`config.mk`:
```
export PLATFORM = sky130hd
export DESIGN_NAME = peripheral_bus_v2
export DESIGN_NICKNAME = d
export VERILOG_FILES = /design/src/rtl/periph_pkg.sv /design/src/rtl/periph_fifo.sv /design/src/rtl/peripheral_bus_v2.sv
export SDC_FILE = /design/constraint.sdc
export NUM_CORES = 1
export LEC_CHECK = 0
export BUFFER_PORTS_ARGS = -buffer_cell sky130_fd_sc_hd__buf_2
export CAP_MARGIN = 20
export CORE_MARGIN = 3
export CORE_UTILIZATION = 50
export DETAILED_ROUTE_END_ITERATION = 7
export GPL_ROUTABILITY_DRIVEN = 0
export HOLD_SLACK_MARGIN = 0.03
export PLACE_DENSITY = 0.74
export SYNTH_ARGS = -nofsm -noshare
export SYNTH_HDL_FRONTEND = slang
export SYNTH_SLANG_ARGS = --single-unit
```
`constraint.sdc`:
```
create_clock -name clk -period 3.6 [get_ports clk]
set_clock_uncertainty 0.15 [all_clocks]
set_input_delay 0.18 -clock clk [delete_from_list [all_inputs] [get_ports clk]]
set_output_delay 0.18 -clock clk [all_outputs]
set_load 0.1 [all_outputs]
```
`src/rtl/periph_pkg.sv`:
```
`default_nettype none
// ============================================================================
//  Module      : periph_pkg
//  Description : Address map, register bit positions and the STATUS word
//                layout shared by the peripheral bus block.
//  Revision    : 1.0 - initial release
// ============================================================================
package periph_pkg;

    // Block base; the block decodes the low byte of the address as offset.
    localparam logic [31:0] c_BASE_ADDR      = 32'h4000_0000;

    // Register offsets. Timer 0 is aliased at the legacy 0x00/0x04/0x08.
    localparam logic [7:0]  c_OFF_TH         = 8'h00;
    localparam logic [7:0]  c_OFF_TL         = 8'h04;
    localparam logic [7:0]  c_OFF_TCON       = 8'h08;
    localparam logic [7:0]  c_OFF_LED        = 8'h0C;
    localparam logic [7:0]  c_OFF_DIGI       = 8'h14;
    localparam logic [7:0]  c_OFF_TX_DATA    = 8'h18;
    localparam logic [7:0]  c_OFF_RX_DATA    = 8'h1C;
    localparam logic [7:0]  c_OFF_STATUS     = 8'h20;
    localparam logic [7:0]  c_OFF_IRQ_STAT   = 8'h24;
    localparam logic [7:0]  c_OFF_UART_CTRL  = 8'h28;
    localparam logic [7:0]  c_TIMER_BASE     = 8'h80;
    localparam logic [7:0]  c_TIMER_STRIDE   = 8'h10;

    // TCON bits: enable, interrupt enable, sticky overflow flag.
    localparam int c_TCON_EN   = 0;
    localparam int c_TCON_IE   = 1;
    localparam int c_TCON_FLAG = 2;

    // UART_CTRL bits; flush is a write-only strobe.
    localparam int c_CTRL_RX_IE = 0;
    localparam int c_CTRL_TX_IE = 1;
    localparam int c_CTRL_FLUSH = 2;

    // STATUS word layout, MSB first.
    typedef struct packed {
        logic [7:0]  tx_count;
        logic [7:0]  rx_count;
        logic [11:0] rsvd;
        logic        tx_empty;
        logic        rx_ovf;
        logic        rx_nonempty;
        logic        tx_full;
    } status_t;

    // Offset of a register inside timer channel idx.
    function automatic logic [7:0] timer_off(input int idx, input logic [7:0] reg_off);
        return c_TIMER_BASE + (8'(idx) * c_TIMER_STRIDE) + reg_off;
    endfunction

endpackage
`default_nettype wire

```
`src/rtl/periph_fifo.sv`:
```
`default_nettype none
// ============================================================================
//  Module      : periph_fifo
//  Description : 8-bit synchronous FIFO with flush; a pop frees an entry in
//                the same cycle so push+pop at full is accepted.
//  Revision    : 1.0 - initial release
// ============================================================================
module periph_fifo #(
    parameter int DEPTH = 16
) (
    input  logic                     clk,
    input  logic                     reset,
    input  logic                     i_push,
    input  logic                     i_pop,
    input  logic                     i_flush,
    input  logic [7:0]               i_din,
    output logic [7:0]               o_dout,
    output logic                     o_full,
    output logic                     o_empty,
    output logic [$clog2(DEPTH):0]   o_count
);

    localparam int AW = $clog2(DEPTH);
    localparam int CW = AW + 1;

    logic [7:0]    r_mem [DEPTH];
    logic [AW-1:0] r_wptr;
    logic [AW-1:0] r_rptr;
    logic [CW-1:0] r_count;
    logic          w_do_push;
    logic          w_do_pop;

    assign o_full    = (r_count == CW'(DEPTH));
    assign o_empty   = (r_count == '0);
    assign o_count   = r_count;
    assign o_dout    = r_mem[r_rptr];
    assign w_do_pop  = i_pop & ~o_empty;
    assign w_do_push = i_push & (~o_full | w_do_pop);

    // Pointer and occupancy update; flush overrides any push or pop.
    always_ff @(posedge clk or negedge reset) begin
        if (!reset) begin
            r_wptr  <= '0;
            r_rptr  <= '0;
            r_count <= '0;
        end else if (i_flush) begin
            r_wptr  <= '0;
            r_rptr  <= '0;
            r_count <= '0;
        end else begin
            if (w_do_push) r_wptr <= r_wptr + AW'(1);
            if (w_do_pop)  r_rptr <= r_rptr + AW'(1);
            case ({w_do_push, w_do_pop})
                2'b10:   r_count <= r_count + CW'(1);
                2'b01:   r_count <= r_count - CW'(1);
                default: r_count <= r_count;
            endcase
        end
    end

    // Storage needs no reset: entries are only visible behind the pointers.
    always_ff @(posedge clk) begin
        if (w_do_push && !i_flush) r_mem[r_wptr] <= i_din;
    end

endmodule
`default_nettype wire

```
`src/rtl/peripheral_bus_v2.sv`:
```
`default_nettype none
// ============================================================================
//  Module      : peripheral_bus_v2
//  Description : Memory-mapped timers, LED/7-seg registers and byte UART
//                FIFOs with a single registered interrupt output.
//  Revision    : 1.0 - initial release
// ============================================================================
module peripheral_bus_v2 #(
    parameter int N_TIMERS   = 2,
    parameter int TIMER_W    = 32,
    parameter int FIFO_DEPTH = 16,
    parameter int LED_W      = 8,
    parameter int DIGI_W     = 12
) (
    input  logic              clk,
    input  logic              reset,
    input  logic              rd,
    input  logic              wr,
    input  logic [31:0]       addr,
    input  logic [31:0]       wdata,
    output logic [31:0]       rdata,
    output logic [LED_W-1:0]  led,
    output logic [DIGI_W-1:0] digi,
    output logic              irqout,
    output logic [7:0]        tx_data,
    output logic              tx_valid,
    input  logic              tx_ready,
    input  logic [7:0]        rx_data,
    input  logic              rx_valid
);

    import periph_pkg::*;

    localparam int CW = $clog2(FIFO_DEPTH) + 1;

    logic [7:0]         w_off;
    logic               w_rd_en, w_wr_en;
    logic               w_flush, w_tx_push, w_tx_pop, w_rx_pop, w_rx_drop, w_status_rd;
    logic               w_tx_full, w_tx_empty, w_rx_full, w_rx_empty;
    logic [CW-1:0]      w_tx_count, w_rx_count;
    logic [7:0]         w_rx_dout;
    logic               w_rx_pend, w_tx_pend;
    logic [TIMER_W-1:0] w_th   [N_TIMERS];
    logic [TIMER_W-1:0] w_tl   [N_TIMERS];
    logic [2:0]         w_tcon [N_TIMERS];
    logic [N_TIMERS-1:0] w_tflag;
    status_t            w_status;
    logic [31:0]        w_irq_stat;
    logic [31:0]        w_rdata;

    logic [LED_W-1:0]   r_led;
    logic [DIGI_W-1:0]  r_digi;
    logic               r_rx_ie, r_tx_ie, r_rx_ovf, r_irq;

    assign w_off       = addr[7:0];
    assign w_rd_en     = rd & (addr[31:8] == c_BASE_ADDR[31:8]);
    assign w_wr_en     = wr & (addr[31:8] == c_BASE_ADDR[31:8]);
    assign w_flush     = w_wr_en && (w_off == c_OFF_UART_CTRL) && wdata[c_CTRL_FLUSH];
    assign w_tx_push   = w_wr_en && (w_off == c_OFF_TX_DATA);
    assign w_tx_pop    = ~w_tx_empty & tx_ready;
    assign w_rx_pop    = w_rd_en && (w_off == c_OFF_RX_DATA) && ~w_rx_empty;
    assign w_status_rd = w_rd_en && (w_off == c_OFF_STATUS);
    // A byte arriving at a full FIFO is lost unless a pop frees room this cycle.
    assign w_rx_drop   = rx_valid & w_rx_full & ~w_rx_pop & ~w_flush;
    assign w_rx_pend   = r_rx_ie & ~w_rx_empty;
    assign w_tx_pend   = r_tx_ie & w_tx_empty;

    assign rdata    = w_rdata;
    assign led      = r_led;
    assign digi     = r_digi;
    assign irqout   = r_irq;
    assign tx_valid = ~w_tx_empty;

    periph_fifo #(.DEPTH(FIFO_DEPTH)) u_tx_fifo (
        .clk(clk), .reset(reset), .i_push(w_tx_push), .i_pop(w_tx_pop), .i_flush(w_flush),
        .i_din(wdata[7:0]), .o_dout(tx_data), .o_full(w_tx_full), .o_empty(w_tx_empty),
        .o_count(w_tx_count)
    );

    periph_fifo #(.DEPTH(FIFO_DEPTH)) u_rx_fifo (
        .clk(clk), .reset(reset), .i_push(rx_valid), .i_pop(w_rx_pop), .i_flush(w_flush),
        .i_din(rx_data), .o_dout(w_rx_dout), .o_full(w_rx_full), .o_empty(w_rx_empty),
        .o_count(w_rx_count)
    );

    for (genvar gi = 0; gi < N_TIMERS; gi++) begin : g_timer
        logic [TIMER_W-1:0] r_th, r_tl;
        logic [2:0]         r_tcon;
        logic               w_hit_th, w_hit_tl, w_hit_tcon, w_wrap;

        assign w_hit_th   = w_wr_en && ((w_off == timer_off(gi, c_OFF_TH)) ||
                                        (gi == 0 && w_off == c_OFF_TH));
        assign w_hit_tl   = w_wr_en && ((w_off == timer_off(gi, c_OFF_TL)) ||
                                        (gi == 0 && w_off == c_OFF_TL));
        assign w_hit_tcon = w_wr_en && ((w_off == timer_off(gi, c_OFF_TCON)) ||
                                        (gi == 0 && w_off == c_OFF_TCON));
        assign w_wrap     = r_tcon[c_TCON_EN] && (r_tl == '1);

        // Reload timer; bus writes to TL/TCON take precedence over counting.
        always_ff @(posedge clk or negedge reset) begin
            if (!reset) begin
                r_th   <= '0;
                r_tl   <= '0;
                r_tcon <= '0;
            end else begin
                if (w_hit_th) r_th <= wdata[TIMER_W-1:0];
                if (w_hit_tl)                 r_tl <= wdata[TIMER_W-1:0];
                else if (r_tcon[c_TCON_EN])   r_tl <= w_wrap ? r_th : r_tl + TIMER_W'(1);
                if (w_hit_tcon)                          r_tcon <= wdata[2:0];
                else if (w_wrap && r_tcon[c_TCON_IE])    r_tcon[c_TCON_FLAG] <= 1'b1;
            end
        end

        assign w_th[gi]    = r_th;
        assign w_tl[gi]    = r_tl;
        assign w_tcon[gi]  = r_tcon;
        assign w_tflag[gi] = r_tcon[c_TCON_FLAG];
    end

    // Output registers, UART enables, sticky overflow and the interrupt line.
    always_ff @(posedge clk or negedge reset) begin
        if (!reset) begin
            r_led    <= '0;
            r_digi   <= '0;
            r_rx_ie  <= 1'b0;
            r_tx_ie  <= 1'b0;
            r_rx_ovf <= 1'b0;
            r_irq    <= 1'b0;
        end else begin
            if (w_wr_en && w_off == c_OFF_LED)  r_led  <= wdata[LED_W-1:0];
            if (w_wr_en && w_off == c_OFF_DIGI) r_digi <= wdata[DIGI_W-1:0];
            if (w_wr_en && w_off == c_OFF_UART_CTRL) begin
                r_rx_ie <= wdata[c_CTRL_RX_IE];
                r_tx_ie <= wdata[c_CTRL_TX_IE];
            end
            // A fresh overflow beats the clear-on-read of STATUS.
            if (w_rx_drop)        r_rx_ovf <= 1'b1;
            else if (w_status_rd) r_rx_ovf <= 1'b0;
            r_irq <= (|w_tflag) | w_rx_pend | w_tx_pend;
        end
    end

    // Assemble the STATUS and IRQ_STAT read words.
    always_comb begin
        w_status             = '0;
        w_status.tx_full     = w_tx_full;
        w_status.rx_nonempty = ~w_rx_empty;
        w_status.rx_ovf      = r_rx_ovf;
        w_status.tx_empty    = w_tx_empty;
        w_status.rx_count    = 8'(w_rx_count);
        w_status.tx_count    = 8'(w_tx_count);
        w_irq_stat                 = '0;
        w_irq_stat[N_TIMERS-1:0]   = w_tflag;
        w_irq_stat[N_TIMERS]       = w_rx_pend;
        w_irq_stat[N_TIMERS+1]     = w_tx_pend;
    end

    // Combinational read mux; zero when idle or unmapped.
    always_comb begin
        w_rdata = '0;
        if (w_rd_en) begin
            case (w_off)
                c_OFF_TH:        w_rdata = 32'(w_th[0]);
                c_OFF_TL:        w_rdata = 32'(w_tl[0]);
                c_OFF_TCON:      w_rdata = 32'(w_tcon[0]);
                c_OFF_LED:       w_rdata = 32'(r_led);
                c_OFF_DIGI:      w_rdata = 32'(r_digi);
                c_OFF_RX_DATA:   w_rdata = w_rx_empty ? 32'h0 : 32'(w_rx_dout);
                c_OFF_STATUS:    w_rdata = w_status;
                c_OFF_IRQ_STAT:  w_rdata = w_irq_stat;
                c_OFF_UART_CTRL: w_rdata = {30'h0, r_tx_ie, r_rx_ie};
                default:         w_rdata = '0;
            endcase
            for (int i = 0; i < N_TIMERS; i++) begin
                if (w_off == timer_off(i, c_OFF_TH))   w_rdata = 32'(w_th[i]);
                if (w_off == timer_off(i, c_OFF_TL))   w_rdata = 32'(w_tl[i]);
                if (w_off == timer_off(i, c_OFF_TCON)) w_rdata = 32'(w_tcon[i]);
            end
        end
    end

endmodule
`default_nettype wire

```
* Yosys cells after proc, flatten, opt, wreduce, memory -nomap -nowiden *
Memories as Yosys holds them, arrays and structs flattened.
Cells that the tools add are included.

word-level totals
  register bits after elaboration = 184
  bits in writable memories = 256
  input bits = 78
  output and inout bits = 62
  word-level logic and storage cells = 154
  memories = 2

memory list
  memory           depth  bits a word  rd ports  clocked after Yosys merged registers in  write ports  RTL line           source
  u_rx_fifo.r_mem  16     8            1         0                                        1            periph_fifo.sv:26  logic [7:0] r_mem [DEPTH];
  u_tx_fifo.r_mem  16     8            1         0                                        1            periph_fifo.sv:26

cells by class
  add/subtract/negate cells = 10
  equality and inequality tests = 24
  multiplexer cells = 37
  bitwise gates (word level) = 22
  reductions and logical operators = 39

operators with widths
  cell                   count
  $mux 32                13
  $pmux 32 s9            1
  $add 32x1->32 const B  2
  $eq 32x32->1 const B   2
  $eq 8x8->1 const B     6
  $mux 4                 8
  $eq 24x23->1 const B   1
  $eq 8x5->1 const B     3
  $eq 8x6->1 const B     3
  $logic_and 1x1->1      20
  $pmux 5 s2             2
  $reduce_bool 2->1      9
  $add 4x1->4 const B    4
  $eq 8x4->1 const B     2
  $and 1x1->1            12
  $add 5x1->5 const B    2
  $eq 5x5->1 const B     2
  $logic_not 5->1        2
  $mux 1                 10
  $mux 5                 2
  $sub 5x1->5 const B    2
  $eq 8x3->1 const B     1
  $logic_not 8->1        1
  $mux 8                 1
  8 further kinds        21

* Longest topological paths before layout *
  depth in word-level cells = 11
  mapped depth = 16

* By module *
Synthesis repeated with hierarchy kept, for this count alone.

second synthesis, totals
  cells, all modules = 1685
  area, all modules = 21409.3 um^2

by module, submodules not included
  module                   instances  cells an instance  area an instance (um^2)  sequential area each (um^2)
  peripheral_bus_v2        1          1075               9766.9                   3953.8
  periph_fifo (u_rx_fifo)  1          319                5850.6                   4169.0
  periph_fifo (u_tx_fifo)  1          291                5791.8                   4169.0

* Worst setup path after synthesis *
OpenSTA, ideal clock, no wires.

  path kind = register to output
  start = register u_tx_fifo.r_count[0] (netlist: u_tx_fifo.o_count[0])
  end = output port rdata[3]
  arrival time = 6.200 ns
  required time = 3.270 ns
  slack = -2.930 ns
  cell stages (with the launch flop) = 7
  buffers on the path = 0
  path through = dfrtp_1 or4_1 nor2_1 nand3_1 nand4_1 a221oi_1 a2111oi_0

on the way
  word-level cells in the longest chain between the ends = 10

ends and longest elaborated chain
  element                 RTL line                  source
  from (decl)             periph_fifo.sv:29         logic [CW-1:0] r_count;
  from (signal assigned)  periph_fifo.sv:54         2'b10: r_count <= r_count + CW'(1);
  from (signal assigned)  periph_fifo.sv:55         2'b01: r_count <= r_count - CW'(1);
  from (signal assigned)  periph_fifo.sv:56         default: r_count <= r_count;
  $logic_not 5->1 (*)     periph_fifo.sv:34         assign o_empty = (r_count == '0);
  $and 1x1->1             peripheral_bus_v2.sv:66   assign w_tx_pend = r_tx_ie & w_tx_empty;
  $pmux 32 s9 (*)         peripheral_bus_v2.sv:162  case (w_off)
  $mux 32 (*)             peripheral_bus_v2.sv:175  if (w_off == timer_off(i, c_OFF_TH)) w_rdata = 32'(w_th[i]);
  $mux 32 (*)             peripheral_bus_v2.sv:176  if (w_off == timer_off(i, c_OFF_TL)) w_rdata = 32'(w_tl[i]);
  $mux 32 (*)             peripheral_bus_v2.sv:177  if (w_off == timer_off(i, c_OFF_TCON)) w_rdata = 32'(w_tcon[i]);
  $mux 32 (*)             peripheral_bus_v2.sv:175
  $mux 32 (*)             peripheral_bus_v2.sv:176
  $mux 32 (*)             peripheral_bus_v2.sv:177
  $mux 32 (*)             peripheral_bus_v2.sv:161  if (w_rd_en) begin
  to (decl)               peripheral_bus_v2.sv:21   output logic [31:0] rdata,

Mark *: on every way between the ends. The rest lies on a longest branch, timed or not.

* Worst setup path after layout *
  start = register u_rx_fifo.r_rptr[1]
  end = output port rdata[7]

on the way
  word-level cells in the longest chain between the ends = 10

ends and longest elaborated chain
  element                 RTL line                  source
  from (decl)             periph_fifo.sv:28         logic [AW-1:0] r_rptr;
  from (signal assigned)  periph_fifo.sv:52         if (w_do_pop) r_rptr <= r_rptr + AW'(1);
  $mem_v2 16x8            n/a
  $mux 8                  peripheral_bus_v2.sv:168  c_OFF_RX_DATA: w_rdata = w_rx_empty ? 32'h0 : 32'(w_rx_dout);
  $pmux 32 s9             peripheral_bus_v2.sv:162
  $mux 32                 peripheral_bus_v2.sv:175
  $mux 32                 peripheral_bus_v2.sv:176
  $mux 32                 peripheral_bus_v2.sv:177
  $mux 32                 peripheral_bus_v2.sv:175
  $mux 32                 peripheral_bus_v2.sv:176
  $mux 32                 peripheral_bus_v2.sv:177
  $mux 32                 peripheral_bus_v2.sv:161

Every way passes these cells.

==> impl_metrics.csv <==
group,metric,value,unit
worst_setup_path,rrSetupSlack,0.17,ns
sta,hold_viol,0,
synthesis,synth_ff_type,"edfxtp_1",
sta,worst_pin_slew,0.901,ns
die,fp.dieW,213,µm
worst_setup_path,cp-start-kind,"flop",
clock_network,numCtsBuffers,46,
synthesis,ys_seq_area_frac,0.571,
worst_setup_path,cp_slowest_cell,"dfrtp_4",
worst_setup_path,worstReg2RegEnd,"u_rx_fifo.o_count[4]",
clock_network,cts_max_path_buffers,3,
worst_setup_path,path_buf_inv,2,
sta,slew_headroom,0.394,
sta,max_freq,0.287,GHz
worst_setup_path,cpMostUsedCell,"a211oi_1",
detailed_routing,drt-total-wl,64.9,mm
sta,whs,0.0729,ns
clock_network,clk_latency,0.58,ns
detailed_routing,vias,16100,
worst_setup_path,slowest_delay,0.52,ns
layout,regArea,12300,µm²
synthesis,postSynth.asyncResetShare,0.418,
detailed_routing,antenna_left,0,
hold_path,holdCritPathClass,"in -> async",
die,core,42200,µm²
synthesis,synth_edf_count,256,
sta,fin_crit,3.49,ns
worst_setup_path,path_cells,"buf_4 -> mux4_2 -> nor2b_1 -> a211oi_1 -> a211oi_1 -> a311oi_2 -> nor4_4 -> buf_12",
sta,timing.final.crit_share,0.968,
layout,most-common-layout-cells,"edfxtp_1, dfrtp_1, nand2_1, buf_2, mux2_2",
synthesis,syn-num-nets,1778,
global_routing,grt_start_max_net_pins,86,
sta,maxSlewViolCount,0,
sta,rsz0062_at_grt,"false",
layout,area_growth,19.6,%
detailed_routing,first_iter_violations,2119,
power_and_ir_drop,finalPower,0.0114,W
synthesis,syn_inst,1679,
die,rows,75,
synthesis,synth.cell_area,21500,µm²
worst_setup_path,path_max_fanout,8,
worst_setup_path,required,3.27,ns
synthesis,avgSynthCellArea,12.8,µm²
global_routing,grt.overflow.total,0,
layout,multi_input_area,8860,µm²
worst_setup_path,crit_arrival,3.16,ns
power_and_ir_drop,peakVddDrop,732,µV
clock_network,tritoncts,"done",
worst_setup_path,crit_type,"reg -> out",
job,drv_cap,0,
synthesis,synth-seq-cells,440,
detailed_routing,dr.pass1.iters,7,
detailed_routing,routed_via_density,6.56,
die,die_h,213,µm
die,dieArea,45500,µm²
clock_network,cts.sinks,440,
synthesis,yosysUniqueCellTypes,73,
die,io_pins,140,
layout,drive_gt1_frac,0.266,
clock_network,path_clk_slew,0.07,ns
clock_network,cts_root_buf,"clkbuf_16",
placed_design,hpwlAfterDp,43.8,mm
placed_design,dpl_cell_area,23600,µm²
synthesis,yosys_warnings,0,
worst_setup_path,critPathCaptureType,"output port",
worst_setup_path,crit_family,"compound AO/OA/AOI/OAI gates",
placed_design,port_buffers,139,
layout,postLayoutCellArea,25700,µm²
worst_setup_path,timing.rr.start,"u_rx_fifo.o_count[2]",
layout,final_common_cell,"edfxtp_1",
power_and_ir_drop,powerDensity,443,nW/µm²
detailed_routing,drt-wirelength-per-cell,26.4,µm
clock_network,h-tree-depth,2,
worst_setup_path,ff2ff_path_depth,13,
detailed_routing,drc_errors,0,
layout,final_core_util,0.609,
sta,setup_viol_count_final,0,
global_routing,grt_pass1_wl,97.7,mm
global_routing,grt_pass1_vias,16000,
global_routing,antenna_found_initial,2,
layout,nNetsFinal,1978,
run_status,run_status,"complete, no violations",
die,start_util,0.509,
layout,fillers,3190,
power_and_ir_drop,p_leak,9.70,nW
global_routing,grt_use_total,0.284,
-- power by group --
group          total (W)  leakage, nW  switching, W  internal (W)
registers        0.00568         4.63      0.000140       0.00554
clock network    0.00495        0.758       0.00200       0.00295
logic           0.000763         4.31      0.000481      0.000282
-- state kept, by name, indices dropped and copies added, names as in the netlist --
signal and flops:
u_rx_fifo.r_rptr 4, g_timer.r_tcon 6, r_tx_ie 1, irqout 1, g_timer.r_th 64, digi 12, u_tx_fifo.r_rptr 4, g_timer.r_tl 64
led 8, u_tx_fifo.r_wptr 4, u_rx_fifo.r_mem 128, u_rx_fifo.o_count 5, u_rx_fifo.r_wptr 4, u_tx_fifo.o_count 5, r_rx_ie 1, u_tx_fifo.r_mem 128
r_rx_ovf 1
-- layout make-up --
| type | instances | share of cell area |
|---|---|---|
| flip-flops and latches | 440 | 0.478 |
| multi-input cells | 1102 | 0.344 |
| repair buffers | 258 | 0.0857 |
| clock buffers | 58 | 0.0481 |
| well taps | 539 | 0.0262 |
| clock inverters | 25 | 0.0128 |
| inverters | 31 | 0.00452 |
| diodes | 1 | 0.0000973 |
-- per-layer routing --
layer	part of all wire	GRT usage
met5	0.0012	0
met4	0.041	0.106
met3	0.11	0.0702
met2	0.46	0.446
met1	0.39	0.390
-- repair_timing --
item,in CTS,in global routing
pin swaps,0,2
hold endpoints to repair,463,0
resized for setup,4,3
buffers inserted,0,4
hold buffers,44,0
endpoints found under the setup margin,5,5
-- cells by family after synthesis --
| family | after synthesis | share of synthesized area |
|---|---|---|
| simple gates | 491 | 0.123 |
| mux | 215 | 0.149 |
| xor+xnor | 53 | 0.0216 |
| flops | 440 | 0.571 |
| compound gates | 322 | 0.0964 |
| buf+inv | 137 | 0.0257 |
| fa+ha+maj | 21 | 0.0129 |
-- cell usage after synthesis, drive strengths merged, types with 22 or more instances --
| cell | count | area share |
|---|---|---|
| a21oi | 91 | 0.021 |
| a22oi | 46 | 0.016 |
| a31oi | 25 | 0.0073 |
| and3 | 23 | 0.0067 |
| buf | 44 | 0.0095 |
| clkbuf | 62 | 0.011 |
| dfrtp | 184 | 0.21 |
| edfxtp | 256 | 0.36 |
| inv | 31 | 0.0054 |
| mux2 | 102 | 0.053 |
| mux2i | 40 | 0.019 |
| mux4 | 73 | 0.076 |
| nand2 | 111 | 0.019 |
| nand3 | 50 | 0.012 |
| nand4 | 39 | 0.012 |
| nor2 | 99 | 0.018 |
| nor3 | 44 | 0.011 |
| nor4 | 27 | 0.0093 |
| o21ai | 66 | 0.016 |
| xnor2 | 31 | 0.013 |
| xor2 | 22 | 0.0090 |
-- metrics by stage --
stage	cells	worst slack (ns)	setup TNS, ns
global placement	2320	0.229	0
finish	2454	0.114	0
floorplan	1679	-0.184	-0.184
detailed placement	2320	0.00693	0
CTS	2447	0.00438	0
global route	2453	0.0297	0
-- how the worst max path moves through the flow --
stage                              start  cells after the start                   end  slack [ns]
finish               u_rx_fifo.r_rptr[1]                      8              rdata[7]        0.11
global route        u_rx_fifo.o_count[2]                     13  u_rx_fifo.o_count[4]        0.03
detailed placement              addr[28]                     14  u_rx_fifo.o_count[4]       0.007
floorplan           u_tx_fifo.o_count[0]                      6              rdata[3]       -0.18
global placement                addr[28]                     14  u_rx_fifo.o_count[4]        0.23
CTS                  u_rx_fifo.r_rptr[1]                      7              rdata[6]       0.004
Note: power is estimated with default switching activity, not from simulation.
